--- src/rtl/ir_nec_decoder.sv ---
// NEC infrared frame decoder: times the gaps between edge pulses, walks the leader/32-bit/stop
// sequence and emits address/command, repeat and error strobes.
module ir_nec_decoder #(
    parameter int CYC_PER_US = 50
) (
    input  logic       CLOCK_50,
    input  logic       rst,
    input  logic       ir_pos,
    input  logic       ir_neg,
    output logic [7:0] addr_O,
    output logic [7:0] cmd_O,
    output logic       valid_O,
    output logic       rpt_O,
    output logic       err_O
);
    localparam int              PW       = (CYC_PER_US > 1) ? $clog2(CYC_PER_US) : 1;
    localparam logic [PW-1:0]   PRE_LAST = PW'(CYC_PER_US - 1);
    localparam logic [13:0]     US_SAT   = 14'd16383;

    localparam logic [13:0] LEAD_BURST_MIN = 14'd8000;
    localparam logic [13:0] LEAD_BURST_MAX = 14'd10000;
    localparam logic [13:0] LEAD_SPACE_MIN = 14'd3500;
    localparam logic [13:0] LEAD_SPACE_MAX = 14'd5000;
    localparam logic [13:0] RPT_SPACE_MIN  = 14'd1750;
    localparam logic [13:0] RPT_SPACE_MAX  = 14'd2750;
    localparam logic [13:0] BURST_MIN      = 14'd300;
    localparam logic [13:0] BURST_MAX      = 14'd900;
    localparam logic [13:0] ZERO_MIN       = 14'd300;
    localparam logic [13:0] ZERO_MAX       = 14'd900;
    localparam logic [13:0] ONE_MIN        = 14'd1300;
    localparam logic [13:0] ONE_MAX        = 14'd2000;

    typedef enum logic [2:0] {
        IDLE,
        LEAD_LOW,
        LEAD_HIGH,
        RPT_LOW,
        BIT_LOW,
        BIT_HIGH
    } state_t;

    state_t        state;
    logic [PW-1:0] presc;
    logic [13:0]   us_cnt;
    logic [5:0]    bit_cnt;
    logic [31:0]   sr;

    logic          any_edge;
    logic          both_edges;
    logic [13:0]   t_max;
    logic          burst_ok;
    logic          lead_ok;
    logic          rpt_ok;
    logic          is_zero;
    logic          is_one;
    logic          timeout;
    logic          abort;
    logic          frame_ok;

    function automatic logic in_win(input logic [13:0] d, input logic [13:0] lo,
                                    input logic [13:0] hi);
        return (d >= lo) && (d <= hi);
    endfunction

    assign any_edge   = ir_pos | ir_neg;
    assign both_edges = ir_pos & ir_neg;
    assign frame_ok   = (sr[15:8] == ~sr[7:0]) && (sr[31:24] == ~sr[23:16]);

    // Microsecond interval timer, restarted by every edge pulse.
    // NOTE: sequential state uses non-blocking assignments so all registers see pre-edge values.
    always_ff @(posedge CLOCK_50) begin
        if (rst) begin
            presc  <= '0;
            us_cnt <= '0;
        end else if (any_edge) begin
            presc  <= '0;
            us_cnt <= '0;
        end else if (presc == PRE_LAST) begin
            presc <= '0;
            if (us_cnt != US_SAT) us_cnt <= us_cnt + 14'd1;
        end else begin
            presc <= presc + PW'(1);
        end
    end

    // NOTE: every always_comb output gets a default first so no latch is inferred.
    always_comb begin
        t_max    = US_SAT;
        abort    = 1'b0;
        lead_ok  = in_win(us_cnt, LEAD_SPACE_MIN, LEAD_SPACE_MAX);
        rpt_ok   = in_win(us_cnt, RPT_SPACE_MIN, RPT_SPACE_MAX);
        is_zero  = in_win(us_cnt, ZERO_MIN, ZERO_MAX);
        is_one   = in_win(us_cnt, ONE_MIN, ONE_MAX);
        burst_ok = (state == LEAD_LOW) ? in_win(us_cnt, LEAD_BURST_MIN, LEAD_BURST_MAX)
                                       : in_win(us_cnt, BURST_MIN, BURST_MAX);
        case (state)
            LEAD_LOW:          t_max = LEAD_BURST_MAX;
            LEAD_HIGH:         t_max = LEAD_SPACE_MAX;
            RPT_LOW, BIT_LOW:  t_max = BURST_MAX;
            BIT_HIGH:          t_max = ONE_MAX;
            default:           t_max = US_SAT;
        endcase
        timeout = (state != IDLE) && (us_cnt > t_max);
        // A single edge of the wrong kind is ignored; only the expected edge is judged.
        if (state != IDLE) begin
            if (both_edges || timeout) begin
                abort = 1'b1;
            end else begin
                case (state)
                    LEAD_LOW, RPT_LOW, BIT_LOW: abort = ir_pos && !burst_ok;
                    LEAD_HIGH:                  abort = ir_neg && !lead_ok && !rpt_ok;
                    BIT_HIGH:                   abort = ir_neg && !is_zero && !is_one;
                    default:                    abort = 1'b0;
                endcase
            end
        end
    end

    always_ff @(posedge CLOCK_50) begin
        if (rst) begin
            state   <= IDLE;
            bit_cnt <= '0;
            sr      <= '0;
            addr_O  <= '0;
            cmd_O   <= '0;
            valid_O <= 1'b0;
            rpt_O   <= 1'b0;
            err_O   <= 1'b0;
        end else begin
            valid_O <= 1'b0;
            rpt_O   <= 1'b0;
            err_O   <= 1'b0;
            if (abort) begin
                err_O   <= 1'b1;
                state   <= IDLE;
                bit_cnt <= '0;
            end else begin
                case (state)
                    IDLE:      if (ir_neg && !ir_pos) state <= LEAD_LOW;
                    LEAD_LOW:  if (ir_pos) state <= LEAD_HIGH;
                    LEAD_HIGH: if (ir_neg) begin
                        if (lead_ok) begin
                            state   <= BIT_LOW;
                            bit_cnt <= '0;
                            sr      <= '0;
                        end else begin
                            state <= RPT_LOW;
                        end
                    end
                    RPT_LOW:   if (ir_pos) begin
                        rpt_O <= 1'b1;
                        state <= IDLE;
                    end
                    BIT_LOW:   if (ir_pos) begin
                        if (bit_cnt == 6'd32) begin
                            state   <= IDLE;
                            bit_cnt <= '0;
                            if (frame_ok) begin
                                addr_O  <= sr[7:0];
                                cmd_O   <= sr[23:16];
                                valid_O <= 1'b1;
                            end else begin
                                err_O <= 1'b1;
                            end
                        end else begin
                            state <= BIT_HIGH;
                        end
                    end
                    BIT_HIGH:  if (ir_neg) begin
                        sr      <= {is_one, sr[31:1]};
                        bit_cnt <= bit_cnt + 6'd1;
                        state   <= BIT_LOW;
                    end
                    default:   state <= IDLE;
                endcase
            end
        end
    end
endmodule

--- config.mk ---
export PLATFORM = sky130hd
export DESIGN_NAME = ir_nec_decoder
export DESIGN_NICKNAME = d
export VERILOG_FILES = /design/src/rtl/ir_nec_decoder.sv
export SDC_FILE = /design/constraint.sdc
export NUM_CORES = 1
export LEC_CHECK = 0
export ABC_AREA = 1
export CORE_MARGIN = 10
export CORE_UTILIZATION = 45
export CTS_BUF_LIST = sky130_fd_sc_hd__clkbuf_4 sky130_fd_sc_hd__clkbuf_8
export DETAILED_ROUTE_END_ITERATION = 7
export GPL_TIMING_DRIVEN = 0
export PLACE_DENSITY_LB_ADDON = 0.05
export SKIP_LAST_GASP = 1
export SYNTH_ARGS = -nofsm -noshare
export SYNTH_HDL_FRONTEND = slang
export SYNTH_SLANG_ARGS = --single-unit
--- constraint.sdc ---
create_clock -name CLOCK_50 -period 3.1 [get_ports CLOCK_50]
set_input_delay 0.775 -clock CLOCK_50 [delete_from_list [all_inputs] [get_ports CLOCK_50]]
set_output_delay 0.775 -clock CLOCK_50 [all_outputs]
set_load 0.01 [all_outputs]
After elaboration in Yosys (flattened, before gate mapping). Index checks and enable logic that the tools add are counted.

Register bits: 80. Bits of input ports: 4. Output and inout port bits: 19. Word-level logic and storage cells: 118.

Multiplexer cells: 31. Equal/unequal tests: 18. Bitwise gates (word level): 9. $lt $le $gt $ge: 11. Reductions and logical operators: 36. $add $sub $neg: 3.

Operator list (number): $mux W32 (3); $pmux W32 S2 (1); $pmux W14 S4 (1); $mux W6 (5); $ge A14 B11 Y1 const B (2); $mux W3 (8); $pmux W3 S6 (1); $pmux W6 S3 (1); $eq A8 B8 Y1 (2); $ne A2 B2 Y1 const B (8); $not A8 Y8 (2); $add A14 B1 Y14 const B (1); $ge A14 B12 Y1 const B (1); $ge A14 B13 Y1 const B (1); $ge A14 B9 Y1 const B (1); $gt A14 B14 Y1 (1); $le A14 B10 Y1 const B (1); $le A14 B11 Y1 const B (1); $le A14 B12 Y1 const B (1); $le A14 B13 Y1 const B (1); $le A14 B14 Y1 const B (1); $ne A14 B14 Y1 const B (1); $logic_and A1 B1 Y1 (13); $add A6 B1 Y6 const B (2); other kinds (20) (48).

Longest topological paths before layout.
Depth in word-level cells: 10. Depth in mapped cells: 23. Depth with buffers taken out: 22.

Worst setup path before layout. OpenSTA, ideal clock, no wires.

Kind: register -> register. Start: register state[1]. End: register sr[12]. Arrival: 2364 ps. Slack: 623 ps. Required time: 2987 ps. Buffers on the path: 2. Cell stages (with the launch flop): 22. Period minus slack after synthesis: 2477 ps. Setup time: 113 ps. Cell sequence: dfxtp_1 -> inv_2 -> nand2_4 -> nand2_2 -> nand2_2 -> nand2_4 -> inv_1 -> nor2_1 -> ha_1 -> nand2_1 -> nor3_1 -> nand3_1 -> nor2_1 -> nand2_1 -> nand2_1 -> nand2_1 -> nand2_1 -> nand2_2 -> buf_6 -> buf_6 -> a21oi_2 -> nor2_1.

Longest elaborated chain between the ends: 10. Elaborated cells on any way between the ends: 25. Classes of those cells: order compare (1); eq/ne (8); mux (6); bitwise (1); reduce/logical (9).

Ends and longest elaborated chain: from (decl) (RTL line 42) `state_t state;`; from (signal assigned) (RTL line 121) `state <= IDLE;`; from (signal assigned) (RTL line 135) `state <= IDLE;`; from (signal assigned) (RTL line 139) `IDLE: if (ir_neg && !ir_pos) state <= LEAD_LOW;`; $eq A3 B3 Y1 or $eq A3 B2 Y1 (tied branches) (RTL line 96, 109); $reduce_or A2 Y1 (RTL line 96) `case (state)`; $pmux W14 S4 (RTL line 96); $gt A14 B14 Y1 (RTL line 103) `timeout = (state != IDLE) && (us_cnt > t_max);`; $logic_and A1 B1 Y1 (RTL line 103); $logic_or A1 B1 Y1 (RTL line 106) `if (both_edges || timeout) begin`; $mux W1 (RTL line 106); $mux W1 (RTL line 105) `if (state != IDLE) begin`; $not A1 Y1 (no source line); $reduce_and A5 Y1 (no source line); to (signal assigned) (RTL line 170) `sr <= {is_one, sr[31:1]};`; to (decl) (RTL line 46) `logic [31:0] sr;`.

Parallel ways exist; a longest one is shown, timed or not. A chain may end at the register's enable or synchronous reset.

Worst setup path in the final report.
Start: register state[2]. End: register addr_O[6].

Longest elaborated chain between the ends: 10. Elaborated cells on any way between the ends: 20. Classes of those cells: order compare (1); eq/ne (5); mux (5); bitwise (1); reduce/logical (8).

Ends and longest elaborated chain: $eq A3 B3 Y1 or $eq A3 B2 Y1 (tied branches) (RTL line 96, 109, 138); $reduce_or A2 Y1 (RTL line 96); $pmux W14 S4 (RTL line 96); $gt A14 B14 Y1 (RTL line 103); $logic_and A1 B1 Y1 (RTL line 103); $logic_or A1 B1 Y1 (RTL line 106); $mux W1 (RTL line 106); $mux W1 (RTL line 105); $not A1 Y1 (no source line); $reduce_and A5 Y1 (no source line) *; to (signal assigned) (RTL line 159) `addr_O <= sr[7:0];`; to (decl) (RTL line 10) `output logic [7:0] addr_O,`.

Every way passes the cells marked *; elsewhere a longest branch is shown, timed or not.

==> impl.org <==
** Status
- Outcome :: finished clean

** Min path
- In this run the worst hold path is classified as flop to flop.
- Sink of the worst hold path :: presc[0]
- Cell depth of the worst min-delay path :: 1
- The worst hold path begins at presc[0].

** Yosys
- Proportion of netlist area held by the largest area contributor :: 33.8%
- Of the synthesized area, sequential elements account for about a third.
- After synthesis the cells add up to 4740 sq um.
- Number of nets produced by synthesis :: 742
- Number of storage elements in the synthesis netlist :: 80
- Largest area contributor in the netlist :: sky130_fd_sc_hd__dfxtp_1
- Avg Inst Size Synth :: 6.57 sq um
- Cell count after synthesis :: 722
- The netlist uses 39 different library cells.
- Synth area leaders :: sky130_fd_sc_hd__dfxtp_1 (34%), sky130_fd_sc_hd__nand2_1 (12%), sky130_fd_sc_hd__nor2_1 (10%), sky130_fd_sc_hd__nand3_1 (5.7%), sky130_fd_sc_hd__a21oi_1 (5.6%)
- The Yosys step of the flow raised 0 warnings.

** Critical path
- Among cell families on the critical path, the largest total delay comes from simple AND/OR/NAND/NOR gates.
- Critical path cell sequence :: clkbuf_4 -> nor2_2 -> a21oi_4 -> nand2_4 -> inv_2 -> nor2_1 -> ha_1 -> nand2_1 -> nor3_1 -> nand3_1 -> nor2_2 -> nand4_1 -> nand2_1 -> nand2_1 -> nand2_4 -> buf_2 -> nand3_1 -> nand2_1 -> nor2_1
- STA classifies the critical path startpoint as a flop.
- Required time worst endpoint :: 3.36 ns
- By instance count, the cell type seen most on the critical path is sky130_fd_sc_hd__nand2_1.
- For flop-to-flop paths, the worst setup slack is between 0.2 and 0.3 ns.
- Worst r2r path cells :: 19
- Startpoint of the most critical register-to-register path :: state[2]
- Buffers & Inverters on Critical Path :: 3
- For the worst setup path, the data arrival time is 3.10 ns.
- Worst Path Max Fanout :: 10
- On the critical path, the stage with the largest delay is an instance of sky130_fd_sc_hd__dfxtp_1.
- In this run the critical register-to-register path is captured at addr_O[6].
- Crit end category :: flop
- Peak per-stage delay on the critical path :: 0.31 ns
- By startpoint and endpoint, the worst setup path is classified as flop to flop.

** GRT
- Entering global routing, the biggest net connects 17 pins.
- The first global-routing pass estimated 21.3 mm of wire.
- Global route total overflow :: 0
- Total global-route track usage :: approximately 17%
- Initial antenna violation count :: 0
- Number of global-route vias before repair :: 4437

** Floorplan
- Placement Rows :: 37
- Die boundary height :: 123 microns
- The initial utilization of the core area, before any placement, comes to 46.2%.
- The core region is 10300 sq um.
- During I/O placement, the number of pins put on the boundary was 23.
- Horizontal die dimension :: 123 microns
- Die footprint :: 15100 sq um

** Drt
- Detail-routed net length per standard cell :: roughly 14 microns
- Total vias in the final route :: 4687
- Remaining routing DRC violations :: 0
- After the first detailed-routing iteration, the DRC count stood at 372.
- Total wire length after detailed routing :: 12.8 mm
- Number of routed nets with antenna violations :: 0
- For this run, the detailed router's first-pass iteration total came to 5.
- Dividing the detail-routed via count by the number of cells gives 5.24.

** Job
- Maximum capacitance violations :: 0

** Finish
- Syn-to-layout area delta :: 14.2%
- Measured on the finished design, the core utilization comes to 52.7%.
- Fraction of final layout cells with drive strength greater than 1 :: 10.9%
- Most frequent standard cell in the layout excluding fill and tap cells :: sky130_fd_sc_hd__nand2_1
- Nets@finish :: around 770
- Leading cell types in the layout, fill and taps excluded :: sky130_fd_sc_hd__nand2_1 (152), sky130_fd_sc_hd__nor2_1 (127), sky130_fd_sc_hd__dfxtp_1 (78), sky130_fd_sc_hd__inv_1 (66), sky130_fd_sc_hd__nand3_1 (54)
- The repair_antennas step left the layout with diodes totalling 0.

** Clock network
- At the later pin of the worst-skew pair, clock insertion delay measures 0.37 ns.
- Counting along the longest clock path gives a buffer depth of 2.
- Clock tree synthesis selected as its root buffer the cell sky130_fd_sc_hd__clkbuf_8.
- Clock tree from TritonCTS :: done
- TritonCTS created 9 clock buffers.
- Post-CTS setup-driven buffer insertion count :: 0
- Clock-pin slew was measured on the worst setup and hold paths at 0.09 ns.
- The clock tree synthesis step divided the H-tree into 3 levels.
- The clock drives 80 sinks.

** Power
- Power comes to around 2900 uW.
- VDD sags by at most between 0.2 and 0.3 mV.
- Leakage :: roughly 0.0022 uW
- Dividing total power by cell area gives a power density of 539 nW/um^2.

** Timing
- On the final layout, the worst clock skew is 0.0137 ns.
- At the pin with the least slew margin, the transition time is 0.745 ns.
- The number of endpoints with negative hold slack in the final report came to 0.
- Share of the clock period used by the worst path after layout :: 91.6%
- Final Max Tran Viols :: 0
- Static timing analysis puts the maximum clock frequency at 0.352 GHz.
- Setup violations remaining at the end of the flow were counted as 0.
- Setup repair after global routing could not meet its margin everywhere.
- In this run the tightest slew margin relative to its limit is 50.1%.
- Post-layout min period :: 2.84 ns

** Placement
- Port buffering added 22 buffers.
- At the end of routability-driven placement, the weighted congestion stood at 0.991.
- The wire-length estimate of the detail-placed layout is a little under 10 mm.
## metal layers
| metal | global-route usage, % | wire (microns) |
|---|---|---|
| met3 | 3.35 | 447 |
| met4 | 8.03 | 367 |
| met5 | 0 | 0 |
| met2 | 29.1 | 6100 |
| met1 | 21.2 | 5900 |
## synthesized netlist by cell type, drive strengths merged
cell type / count
nor3b: 1
ha: 16
nor3: 27
o211ai: 2
buf: 19
a21oi: 64
clkinv: 1
dfxtp: 80
a21o: 1
o21ai: 16
o21bai: 3
nand3: 57
clkbuf: 9
o31ai: 1
o21a: 1
a31oi: 2
a31o: 1
nor2: 134
inv: 77
a2111oi: 1
xnor2: 15
or2: 1
xor2: 4
nor4: 10
or3: 1
nand2: 161
o2111ai: 1
nand3b: 5
nand4: 11
## worst max-delay path by stage
stage | endpoint | depth (start not counted) | startpoint
floorplan | sr[12] | 21 | state[1]
global placement | presc[2] | 6 | ir_neg
CTS | presc[2] | 6 | ir_neg
detailed placement | presc[2] | 6 | ir_neg
global route | sr[18] | 20 | state[2]
finish | addr_O[6] | 19 | state[2]
## kinds of logic (layout without fill, tap and decap cells)
| logic type | Yosys count | count (layout) | synth area share [%] |
|---|---|---|---|
| compound gates | 93 | 93 | 11.6 |
| xor+xnor | 19 | 19 | 3.51 |
| fa+ha+maj | 16 | 16 | 4.22 |
| buf+inv | 106 | 143 | 9.41 |
| flops | 80 | 80 | 33.8 |
| simple gates | 408 | 408 | 37.6 |
## layout make-up
| type | count | area, sq um |
|---|---|---|
| Clock buffer | 11 | 151 |
| Timing Repair Buffer | 22 | 220 |
| Clock inverter | 5 | 103 |
| Fill cell | 1054 | 4860 |
| Inverter | 78 | 293 |
| Buffer | 27 | 155 |
| Sequential cell | 80 | 1610 |
| Multi-Input combinational cell | 536 | 2720 |
| Tap cell | 136 | 170 |
## registers in the layout (all words and copies together), names as in the netlist
name and count:
bit_cnt 6, rpt_O 1, err_O 1, cmd_O 8
state 3, sr 32, valid_O 1, us_cnt 14
presc 6, addr_O 8
## power breakdown
part | internal (uW) | leakage [uW] | switching [uW]
Combinational | 269 | 0.00146 | 512
Clock | 578 | 0.000126 | 399
Sequential | 1090 | 0.000646 | 72.1
Total | 1940 | 0.00224 | 983
## through the flow
stage / worst slack, ns / hold WS [ns] / cell area (sq um) / TNS [ns] / instances
after floorplan: 0.623 / 0.433 / 4740 / 0 / 722
after global placement: -0.360 / 0.451 / 5130 / -1.86 / 880
after detailed placement: -0.375 / 0.466 / 5130 / -2.07 / 880
after CTS: 0.0120 / 0.484 / 5390 / 0 / 895
after global routing: -0.0106 / 0.506 / 5420 / -0.0106 / 895
final: 0.260 / 0.475 / 5420 / 0 / 895
## timing repair
item                       in CTS  in global routing
hold buffers                    0                  0
setup endpoints to repair      47                 67
pin swaps                       0                  0
gates resized for setup         0                 12
Power figures use the tool's default switching activity.
